<file path="config.mk">
export PLATFORM = sky130hd
export DESIGN_NAME = uart_boot_loader
export DESIGN_NICKNAME = d
export VERILOG_FILES = /design/src/rtl/uart_boot_loader_pkg.sv /design/src/rtl/uart_boot_loader_timeout_cnt.sv /design/src/rtl/uart_boot_loader.sv
export SDC_FILE = /design/constraint.sdc
export NUM_CORES = 1
export LEC_CHECK = 0
export CAP_MARGIN = 20
export CORE_MARGIN = 5
export CORE_UTILIZATION = 45
export DETAILED_ROUTE_END_ITERATION = 8
export SLEW_MARGIN = 20
export SYNTH_ARGS = -nofsm -noshare
export SYNTH_HDL_FRONTEND = slang
export SYNTH_SLANG_ARGS = --single-unit
</file>
<file path="constraint.sdc">
create_clock -name i_clk -period 5.9 [get_ports i_clk]
set_clock_uncertainty 0.05 [all_clocks]
set_input_delay 1.18 -clock i_clk [delete_from_list [all_inputs] [get_ports i_clk]]
set_output_delay 1.18 -clock i_clk [all_outputs]
set_load 0.02 [all_outputs]
</file>
<file path="src/rtl/uart_boot_loader_pkg.sv">
// Shared state encoding and memory geometry for the UART boot loader.
// The BRAM size and word-address width must match the soc memory map.
package uart_boot_loader_pkg;

    typedef enum logic [2:0] {
        ST_IDLE,
        ST_LEN_H,
        ST_LEN_L,
        ST_DATA,
        ST_CSUM,
        ST_DONE,
        ST_ERR
    } state_t;

    localparam logic [7:0] SYNC_BYTE_DEF = 8'hA5;
    localparam int         MEM_BYTES_DEF = 1024;
    localparam int         AW_DEF        = 9;

    function automatic logic is_busy(input state_t s);
        return !(s inside {ST_IDLE, ST_DONE, ST_ERR});
    endfunction

endpackage

</file>
<file path="src/rtl/uart_boot_loader_timeout_cnt.sv">
// Inter-byte watchdog: counts idle clocks while enabled, cleared by each byte,
// and flags expiry when the count reaches LIMIT-1 without a clear.
module boot_timeout_cnt #(
    parameter int LIMIT = 1000000
) (
    input  logic i_clk,
    input  logic i_rst_n,
    input  logic i_clr,
    input  logic i_en,
    output logic o_expired
);

    localparam int            CW   = (LIMIT > 1) ? $clog2(LIMIT) : 1;
    localparam logic [CW-1:0] LAST = CW'(LIMIT - 1);

    logic [CW-1:0] cnt_q, cnt_d;

    always_comb begin
        cnt_d     = cnt_q;
        o_expired = 1'b0;
        if (!i_en || i_clr) begin
            cnt_d = '0;
        end else if (cnt_q == LAST) begin
            // Saturate; the owner aborts on this cycle and drops the enable.
            o_expired = 1'b1;
        end else begin
            cnt_d = cnt_q + CW'(1);
        end
    end

    always_ff @(posedge i_clk or negedge i_rst_n) begin
        if (!i_rst_n) cnt_q <= '0;
        else          cnt_q <= cnt_d;
    end

endmodule

</file>
<file path="src/rtl/uart_boot_loader.sv">
// Receives a framed program image (sync, 16-bit BE length, data, checksum) and
// writes it to BRAM via byte-lane strobes, releasing CPU reset on a good image.
module uart_boot_loader
    import uart_boot_loader_pkg::*;
#(
    parameter logic [7:0] SYNC_BYTE   = SYNC_BYTE_DEF,
    parameter int         MEM_BYTES   = MEM_BYTES_DEF,
    parameter int         AW          = AW_DEF,
    parameter int         TIMEOUT_CYC = 1000000
) (
    input  logic          i_clk,
    input  logic          i_rst_n,
    input  logic [7:0]    i_rx_data,
    input  logic          i_rx_valid,
    input  logic          i_rx_err,
    input  logic          i_reload,
    output logic [AW-1:0] o_mem_addr,
    output logic          o_mem_we_h,
    output logic          o_mem_we_l,
    output logic [7:0]    o_mem_din,
    output logic          o_cpu_rst,
    output logic          o_busy,
    output logic          o_done,
    output logic          o_err
);

    state_t        state_q, state_d;
    logic [15:0]   len_q, len_d;
    logic [15:0]   idx_q, idx_d;
    logic [7:0]    csum_q, csum_d;
    logic [AW-1:0] addr_q, addr_d;
    logic [7:0]    din_q, din_d;
    logic          we_h_q, we_h_d;
    logic          we_l_q, we_l_d;
    logic          cpu_rst_q, cpu_rst_d;
    logic          busy_q, busy_d;
    logic          done_q, done_d;
    logic          err_q, err_d;
    logic [7:0]    byte_sum;
    logic [15:0]   len_full;
    logic          expired;

    boot_timeout_cnt #(.LIMIT(TIMEOUT_CYC)) u_timeout (
        .i_clk     (i_clk),
        .i_rst_n   (i_rst_n),
        .i_clr     (i_rx_valid),
        .i_en      (is_busy(state_q)),
        .o_expired (expired)
    );

    always_comb begin
        state_d  = state_q;
        len_d    = len_q;
        idx_d    = idx_q;
        csum_d   = csum_q;
        addr_d   = addr_q;
        din_d    = din_q;
        we_h_d   = 1'b0;
        we_l_d   = 1'b0;
        byte_sum = csum_q + i_rx_data;
        len_full = {len_q[15:8], i_rx_data};

        // Reload wins over everything, then aborts, then normal byte handling.
        if (i_reload) begin
            state_d = ST_IDLE;
            csum_d  = '0;
        end else if (is_busy(state_q) && (i_rx_err || expired)) begin
            state_d = ST_ERR;
        end else if (i_rx_valid) begin
            case (state_q)
                ST_IDLE, ST_ERR: begin
                    if (i_rx_data == SYNC_BYTE) begin
                        state_d = ST_LEN_H;
                        csum_d  = '0;
                    end
                end
                ST_LEN_H: begin
                    len_d[15:8] = i_rx_data;
                    csum_d      = byte_sum;
                    state_d     = ST_LEN_L;
                end
                ST_LEN_L: begin
                    len_d  = len_full;
                    csum_d = byte_sum;
                    idx_d  = '0;
                    if (len_full == 16'd0 || len_full > 16'(MEM_BYTES)) state_d = ST_ERR;
                    else                                                state_d = ST_DATA;
                end
                ST_DATA: begin
                    csum_d = byte_sum;
                    addr_d = idx_q[AW:1];
                    din_d  = i_rx_data;
                    we_h_d = !idx_q[0];
                    we_l_d = idx_q[0];
                    idx_d  = idx_q + 16'd1;
                    if (idx_q == len_q - 16'd1) state_d = ST_CSUM;
                end
                ST_CSUM: begin
                    csum_d  = byte_sum;
                    state_d = (byte_sum == 8'd0) ? ST_DONE : ST_ERR;
                end
                default: ;
            endcase
        end

        cpu_rst_d = (state_d != ST_DONE);
        done_d    = (state_d == ST_DONE);
        err_d     = (state_d == ST_ERR);
        busy_d    = is_busy(state_d);
    end

    always_ff @(posedge i_clk or negedge i_rst_n) begin
        if (!i_rst_n) begin
            state_q   <= ST_IDLE;
            len_q     <= '0;
            idx_q     <= '0;
            csum_q    <= '0;
            addr_q    <= '0;
            din_q     <= '0;
            we_h_q    <= 1'b0;
            we_l_q    <= 1'b0;
            cpu_rst_q <= 1'b1;
            busy_q    <= 1'b0;
            done_q    <= 1'b0;
            err_q     <= 1'b0;
        end else begin
            state_q   <= state_d;
            len_q     <= len_d;
            idx_q     <= idx_d;
            csum_q    <= csum_d;
            addr_q    <= addr_d;
            din_q     <= din_d;
            we_h_q    <= we_h_d;
            we_l_q    <= we_l_d;
            cpu_rst_q <= cpu_rst_d;
            busy_q    <= busy_d;
            done_q    <= done_d;
            err_q     <= err_d;
        end
    end

    assign o_mem_addr = addr_q;
    assign o_mem_we_h = we_h_q;
    assign o_mem_we_l = we_l_q;
    assign o_mem_din  = din_q;
    assign o_cpu_rst  = cpu_rst_q;
    assign o_busy     = busy_q;
    assign o_done     = done_q;
    assign o_err      = err_q;

endmodule

</file>
* Yosys cells after proc, flatten, opt, wreduce, memory -nomap -nowiden
Index checks and enable logic that the tools add are counted.
** Word-level totals
- Bits in registers :: 86
- Memories kept :: 0
- Logic and storage cells :: 85
- Output and inout port bits :: 23
- Bits in read-only memories :: 0
- Input bits :: 13
- Memory bits (writable) :: 0
- Latch bits :: 0
** Cells by class
- Reduce and logical (&&, ||, !) cells :: 23
- Divide/modulo/power cells :: 0
- Shift operators :: 0
- Magnitude comparators :: 1
- Multipliers :: 0
- Bitwise logic cells :: 2
- Mux-type cells :: 26
- Add/sub/neg operators :: 4
- Eq/ne operators :: 15
** Operator list (number)
- $mux 20 :: 2
- $mux 8 :: 4
- $pmux 16 s2 :: 1
- $add 20x1->20 const B :: 1
- $eq 20x20->1 const B :: 1
- $reduce_and 4->1 :: 5
- $mux 3 :: 6
- $add 16x1->16 const B :: 1
- $eq 16x16->1 :: 1
- $gt 16x11->1 const B :: 1
- $logic_not 16->1 :: 1
- $pmux 8 s2 :: 1
- $sub 16x1->16 const B :: 1
- $eq 3x3->1 const B :: 5
- $pmux 3 s5 :: 1
- $mux 1 :: 10
- $reduce_bool 3->1 :: 3
- $add 8x8->8 :: 1
- $eq 8x8->1 const B :: 1
- $logic_not 8->1 :: 1
- $eq 3x2->1 const B :: 2
- $logic_not 3->1 :: 2
- $ne 3x3->1 const B :: 2
- $reduce_bool 2->1 :: 2
- 10 further kinds :: 15

* Depth between registers and ports, before layout
- Depth after elaboration :: 11
- Depth in mapped cells :: 12
- Mapped depth without buffers :: 12

* By module
Synthesis repeated with hierarchy kept, for this count alone.
** Second synthesis, totals
- Cells, all modules :: 495
- Area, all modules :: 4909.7 um^2
** Modules (own cells, without submodules)
- uart_boot_loader :: sequential area each 1652.8 um^2, times used 1, area each 3839.9 um^2, cells each 379
- boot_timeout_cnt :: sequential area each 500.5 um^2, times used 1, area each 1069.8 um^2, cells each 116

* Worst setup path before layout
OpenSTA, ideal clock, no wires.
- Path kind :: input port to flip-flop
- From :: input i_rx_data[1]
- To :: register busy_q (netlist: o_busy)
- Setup slack :: 2.508 ns
- Stages on the path :: 10
- Data arrival time :: 3.217 ns
- Required time :: 5.725 ns
- Path through :: ha_1 a211o_1 a21o_1 o41ai_1 xnor2_1 nand3b_1 or3_1 a31oi_2 nand3b_1 nand3_1
** Between the ends
- Word-level cells in the longest chain between the ends :: 10
** RTL lines
- start, declared :: RTL line uart_boot_loader.sv:13 : input logic [7:0] i_rx_data,
- $add 8x8->8 (tied with other cells) :: RTL line uart_boot_loader.sv:60 : byte_sum = csum_q + i_rx_data;
- $logic_not 8->1 or $logic_or 1x1->1 (tied branches) :: RTL line uart_boot_loader.sv:100, uart_boot_loader.sv:86
- $mux 2 or $mux 3 (tied branches) :: RTL line uart_boot_loader.sv:100, uart_boot_loader.sv:86
- $pmux 3 s5 (*) :: RTL line uart_boot_loader.sv:70 : case (state_q)
- $mux 3 (*) :: RTL line uart_boot_loader.sv:69 : end else if (i_rx_valid) begin
- $mux 3 (*) :: RTL line uart_boot_loader.sv:67 : end else if (is_busy(state_q) && (i_rx_err || expired)) begin
- $mux 3 (*) :: RTL line uart_boot_loader.sv:64 : if (i_reload) begin
- named net state_d[0] :: RTL line uart_boot_loader.sv:27 : state_t state_q, state_d;
- $eq 3x3->1 or $logic_not 3->1 (tied branches) :: RTL line uart_boot_loader_pkg.sv:20 : return !(s inside {ST_IDLE, ST_DONE, ST_ERR});
- $reduce_bool 3->1 (*) :: RTL line uart_boot_loader_pkg.sv:20
- $logic_not 1->1 (*) :: RTL line uart_boot_loader_pkg.sv:20
- named net busy_d :: RTL line uart_boot_loader.sv:36 : logic busy_q, busy_d;
- end signal, assigned :: RTL line uart_boot_loader.sv:136 : busy_q <= busy_d;
- end, declared :: RTL line uart_boot_loader.sv:36
The timed path passes the listed nets; every way through them passes the cells marked *.
A chain may end at the register's enable or synchronous reset.

* Final worst setup path
- From :: input i_rx_data[0]
- To :: register busy_q (netlist: o_busy)
Same word-level chain as after synthesis.

==> results.rst <==
.. list-table::
   :header-rows: 1

   * - Metric
     - Value
   * - Core region area
     - ~0.010 sq mm
   * - Cells on worst reg2reg path
     - 9
   * - Number of nets in the finished design
     - around 570
   * - Worst reg2reg setup slack
     - slightly below 3 ns
   * - Sequence of cells on the critical path
     - clkdlybuf4s50_1 -> ha_1 -> inv_1 -> fa_1 -> nand2b_1 -> a21oi_1 -> xor2_1 -> nor3_1 -> nand3b_1 -> or3_1 -> a31oi_2 -> nand3b_1 -> nand3_1
   * - Worst-path cell with the longest stage delay
     - sky130_fd_sc_hd__clkdlybuf4s50_1
   * - Number of nets produced by synthesis
     - 538
   * - Result of the run
     - finished, final reports clean
   * - Routed Antenna Nets
     - 0
   * - Required time at the worst-slack endpoint
     - about 6.1 ns
   * - Total DRC errors in the routed layout
     - 0
   * - Final hold slack
     - between 0.4 and 0.5 ns
   * - Reported net switching power
     - between 600 and 700 uW
   * - Clock slew at the register clock pins of the worst setup and hold paths
     - 0.08 ns
   * - Clock network power share
     - 21.4%
   * - FMAX
     - 0.260 GHz
   * - Setup WS post-layout
     - a little over 2 ns
   * - Final total negative setup slack
     - 0 ns
   * - Ports
     - 36
   * - Number of antenna diodes
     - 0
   * - CTS H-tree depth
     - 3
   * - Cell internal power dissipation
     - 1.12 mW
   * - Kind of launch point of the worst setup path
     - input pin
   * - Yosys warning total
     - 0
   * - Layout overhead on the synthesized area
     - 13.2%
   * - Detailed router's first-iteration violation count
     - ~230
   * - Cells resized by post-CTS repair
     - 0
   * - Clock tree root buffer cell
     - sky130_fd_sc_hd__clkbuf_8
   * - Mean post-synth cell area
     - about 9.4 sq um
   * - Maximum capacitance violations
     - 0
   * - Beginning of the critical path
     - i_rx_data[0]
   * - Number of cells on the critical path
     - 13
   * - Pre-CTS setup slack
     - between 1.5 and 2 ns
   * - Global-route wire length before repair
     - 18.9 mm
   * - Global placer's final weighted congestion
     - 0.844
   * - First-pass iteration count of the detailed router
     - 4
   * - Largest fanout on the critical path
     - 6
   * - Final Instance Area
     - between 0.005 and 0.006 sq mm
   * - Max_slew headroom
     - between 40 and 50%
   * - Layout cells sized above 1
     - under 10%
   * - Worst path max stage delay
     - 0.60 ns
   * - Fill count
     - ~970
   * - Insertion delay to the later sink of the worst-skew pair
     - 0.38 ns
   * - Relative contribution of combinational cells to total power
     - between 30 and 40%
   * - Detail Placement HPWL
     - a little under 8 mm
   * - Maximum number of pins on one net before global-route repair
     - 53
   * - Antenna violations before repair
     - 0
   * - Die Y
     - ~110 um
   * - Number of different library cells in the post-synthesis netlist
     - 67
   * - Worst hold-check path type
     - reg2reg
   * - Share of synthesized area spent on multiplexers
     - 3.47%
   * - VDD IR max
     - about 170 uV
   * - Post-Synth Adder-Cell Area
     - 3.00%
   * - Share of total power in sequential cells
     - a little under half
   * - Die X-Extent
     - 114 um
   * - CP bufs+invs
     - 2
   * - Per-cell routed wire length
     - ~16 um
   * - Global router's overall resource usage
     - between 10% and 20%
   * - Total Wirelength
     - between 10 and 15 mm
   * - Top delay family on crit path
     - simple AND/OR/NAND/NOR gates
   * - Dpl cell area
     - ~0.0053 sq mm
   * - Top FF cell, synth
     - sky130_fd_sc_hd__dfrtp_1
   * - Final Hold Vio Count
     - 0
   * - EDFF count, synth
     - 0
   * - Critical Path Most Common Cell
     - sky130_fd_sc_hd__nand3b_1
   * - Hold buffers post-CTS
     - 0
   * - WP data arrival
     - a little over 4 ns
   * - Clock sinks
     - 86
   * - Lkg Pwr
     - around 2.4 nW
   * - Buffers added on ports
     - 35
   * - Via density per instance
     - between 5 and 6
   * - Number of pins exceeding their max-slew limit in the final report
     - 0
   * - Main combinational cell family by area after synthesis
     - simple AND/OR/NAND/NOR gates
   * - Number of setup violations in the final report
     - 0
   * - Count of buffers added by post-CTS timing repair for setup
     - 0
   * - Top-area cell type share of the netlist area
     - between 40% and 50%
   * - Kind of critical path
     - in2reg
   * - Post-Synth XOR/XNOR Area
     - a little over a tenth
   * - Unrepaired setup endpoints after global routing
     - no
   * - Biggest area contributors in the synthesized netlist
     - sky130_fd_sc_hd__dfrtp_1 (44%), sky130_fd_sc_hd__xor2_1 (7.2%), sky130_fd_sc_hd__nand2_1 (5.7%)
   * - Via count
     - 3,816
   * - Final min period
     - about 3.8 ns
   * - Clock buffer depth
     - 2
   * - Power density of the placed cells
     - 323 mW/mm^2
   * - Fraction of power spent switching nets
     - a little under two fifths
   * - Critical Path Sink Type
     - flop
   * - CP endpoint
     - o_busy$_DFF_PN0_
   * - CTS tree
     - yes
   * - Tightest Pin Transition
     - ~0.89 ns
   * - Critical R2R Launch
     - state_q[2]$_DFF_PN0_
   * - #FFs+latches synth
     - 86
   * - Endpoint of the worst register-to-register path
     - o_busy$_DFF_PN0_
   * - Number of global-route vias before repair
     - roughly 3,800
   * - Number of buffers created by CTS
     - 9
   * - Number of rows created at floorplan
     - 37
   * - Residual overflow from global routing
     - 0
   * - Complex-gate fraction of the synthesized area
     - 11.2%
   * - Sequential-to-total area share from yosys stat
     - between 40 and 50%
   * - Post-synthesis instance area
     - a little under 0.005 sq mm
   * - Effective utilization at floorplan
     - 46.4%
   * - Share of flip-flops with an asynchronous set or reset after synthesis
     - 100%
   * - Die ar.
     - 0.0129 sq mm
   * - Instance count of the mapped netlist
     - roughly 510
   * - Simple-gate area share of the yosys netlist
     - 24.8%
   * - Cell type with the largest total area after synthesis
     - sky130_fd_sc_hd__dfrtp_1
   * - Period utilization
     - about 65%
==> flip-flops by register name, indices dropped and copies added, names as in the netlist <==
register and count:
o_mem_we_h 1, csum_q 8, u_timeout.cnt_q 20, o_err 1, o_done 1, o_mem_addr 9
o_cpu_rst 1, o_busy 1, state_q 3, idx_q 16, o_mem_we_l 1, len_q 16
o_mem_din 8
==> layer usage <==
layer | GRT usage, % | wire, um | share of wire [%] | vias up
met2 | 27.3 | 4810 | 44 | 93
met3 | 4.40 | 461 | 4.2 | 17
met4 | 8.25 | 256 | 2.3 | 0
met5 | 0 | 0 | 0 | -
li1 | - | - | - | 1863
met1 | 25.8 | 5440 | 50 | 1843
==> cell type report <==
type / count / area, sq um / share of cell area, %
multi-input cells: 398 / 2560 / 46.7
flip-flops and latches: 86 / 2150 / 39.3
repair buffers: 39 / 378 / 6.90
well taps: 136 / 170 / 3.11
clock buffers: 11 / 151 / 2.77
inverters: 11 / 41.3 / 0.754
clock inverters: 4 / 22.5 / 0.411
==> stage by stage <==
stage                     util (%)  cells  total power, mW
after detailed placement      50.9    670             1.40
after floorplan                  -    514             1.23
after CTS                     52.6    685             1.79
after global routing          52.6    685             1.89
after global placement        50.9    670             1.38
final                         52.6    685             1.77
==> cell usage after synthesis (all sizes together), types with 2 or more instances <==
master,n
mux2,14
a31oi,2
nand3,23
nor4,7
and4,2
xnor2,18
nor4b,2
a21o,2
xor2,40
a211oi,4
or2,3
and3,11
nor2,57
nor3b,3
nand4b,2
or4,3
a21oi,18
or3,9
o31ai,2
a211o,4
o41ai,2
o21a,3
clkbuf,14
nor2b,4
nand2,74
inv,11
buf,5
nand2b,4
nand3b,5
o211ai,3
nand4,10
dfrtp,85
o21ai,20
ha,10
nor3,14
a22o,5
==> worst min path at each step <==
stage	startpoint	end	cells after the start
2_1_floorplan	csum_q[2]$_DFFE_PN0P_	csum_q[2]$_DFFE_PN0P_	2
3_3_place_gp	o_mem_addr[7]$_DFFE_PN0P_	o_mem_addr[7]$_DFFE_PN0P_	2
3_5_place_dp	o_mem_addr[1]$_DFFE_PN0P_	o_mem_addr[1]$_DFFE_PN0P_	2
4_1_cts	o_mem_addr[1]$_DFFE_PN0P_	o_mem_addr[1]$_DFFE_PN0P_	2
5_1_grt	o_mem_din[7]$_DFFE_PN0P_	o_mem_din[7]$_DFFE_PN0P_	2
6_report	o_mem_addr[3]$_DFFE_PN0P_	o_mem_addr[3]$_DFFE_PN0P_	2
==> cell usage in the layout, fill, tap and decap left out, drive strengths merged, types with 7 or more instances in the layout <==
cell type / synthesis / routed
inv: 11 / 11
nor3: 14 / 14
mux2: 14 / 14
dfrtp: 85 / 85
nand2: 74 / 74
or3: 9 / 9
xnor2: 18 / 18
nor2: 57 / 57
nor4: 7 / 7
and3: 11 / 11
o21ai: 20 / 20
nand3: 23 / 23
nand4: 10 / 10
ha: 10 / 10
clkbuf: 14 / 11
clkdlybuf4s50: 0 / 34
a21oi: 18 / 18
xor2: 40 / 40
==> power groups by stage <==
stage	sequential, mW	clock [mW]	combinational (mW)
4_1_cts	0.805	0.399	0.583
3_5_place_dp	0.817	0	0.579
2_1_floorplan	0.788	0	0.440
6_report	0.807	0.379	0.584
3_3_place_gp	0.812	0	0.568
5_1_grt	0.824	0.420	0.646
==> worst reg2reg max path, delay by kind of cell (launching register included) <==
family	cells	cell delay, ns
compound gates	6	1.67
flops	1	0.70
xor+xnor	1	0.23
buf+inv	1	0.23
simple gates	1	0.06
==> logic make-up after synthesis <==
| logic type | after synthesis |
|---|---|
| and+or+nand+nor | 237 |
| xor gates and xnor gates | 58 |
| DFF | 86 |
| AOI/OAI and AO/OA | 77 |
| buffers and inverters | 30 |
| adders and majority gates | 11 |
| muxes | 15 |
Note: power is estimated with default switching activity, not from simulation.
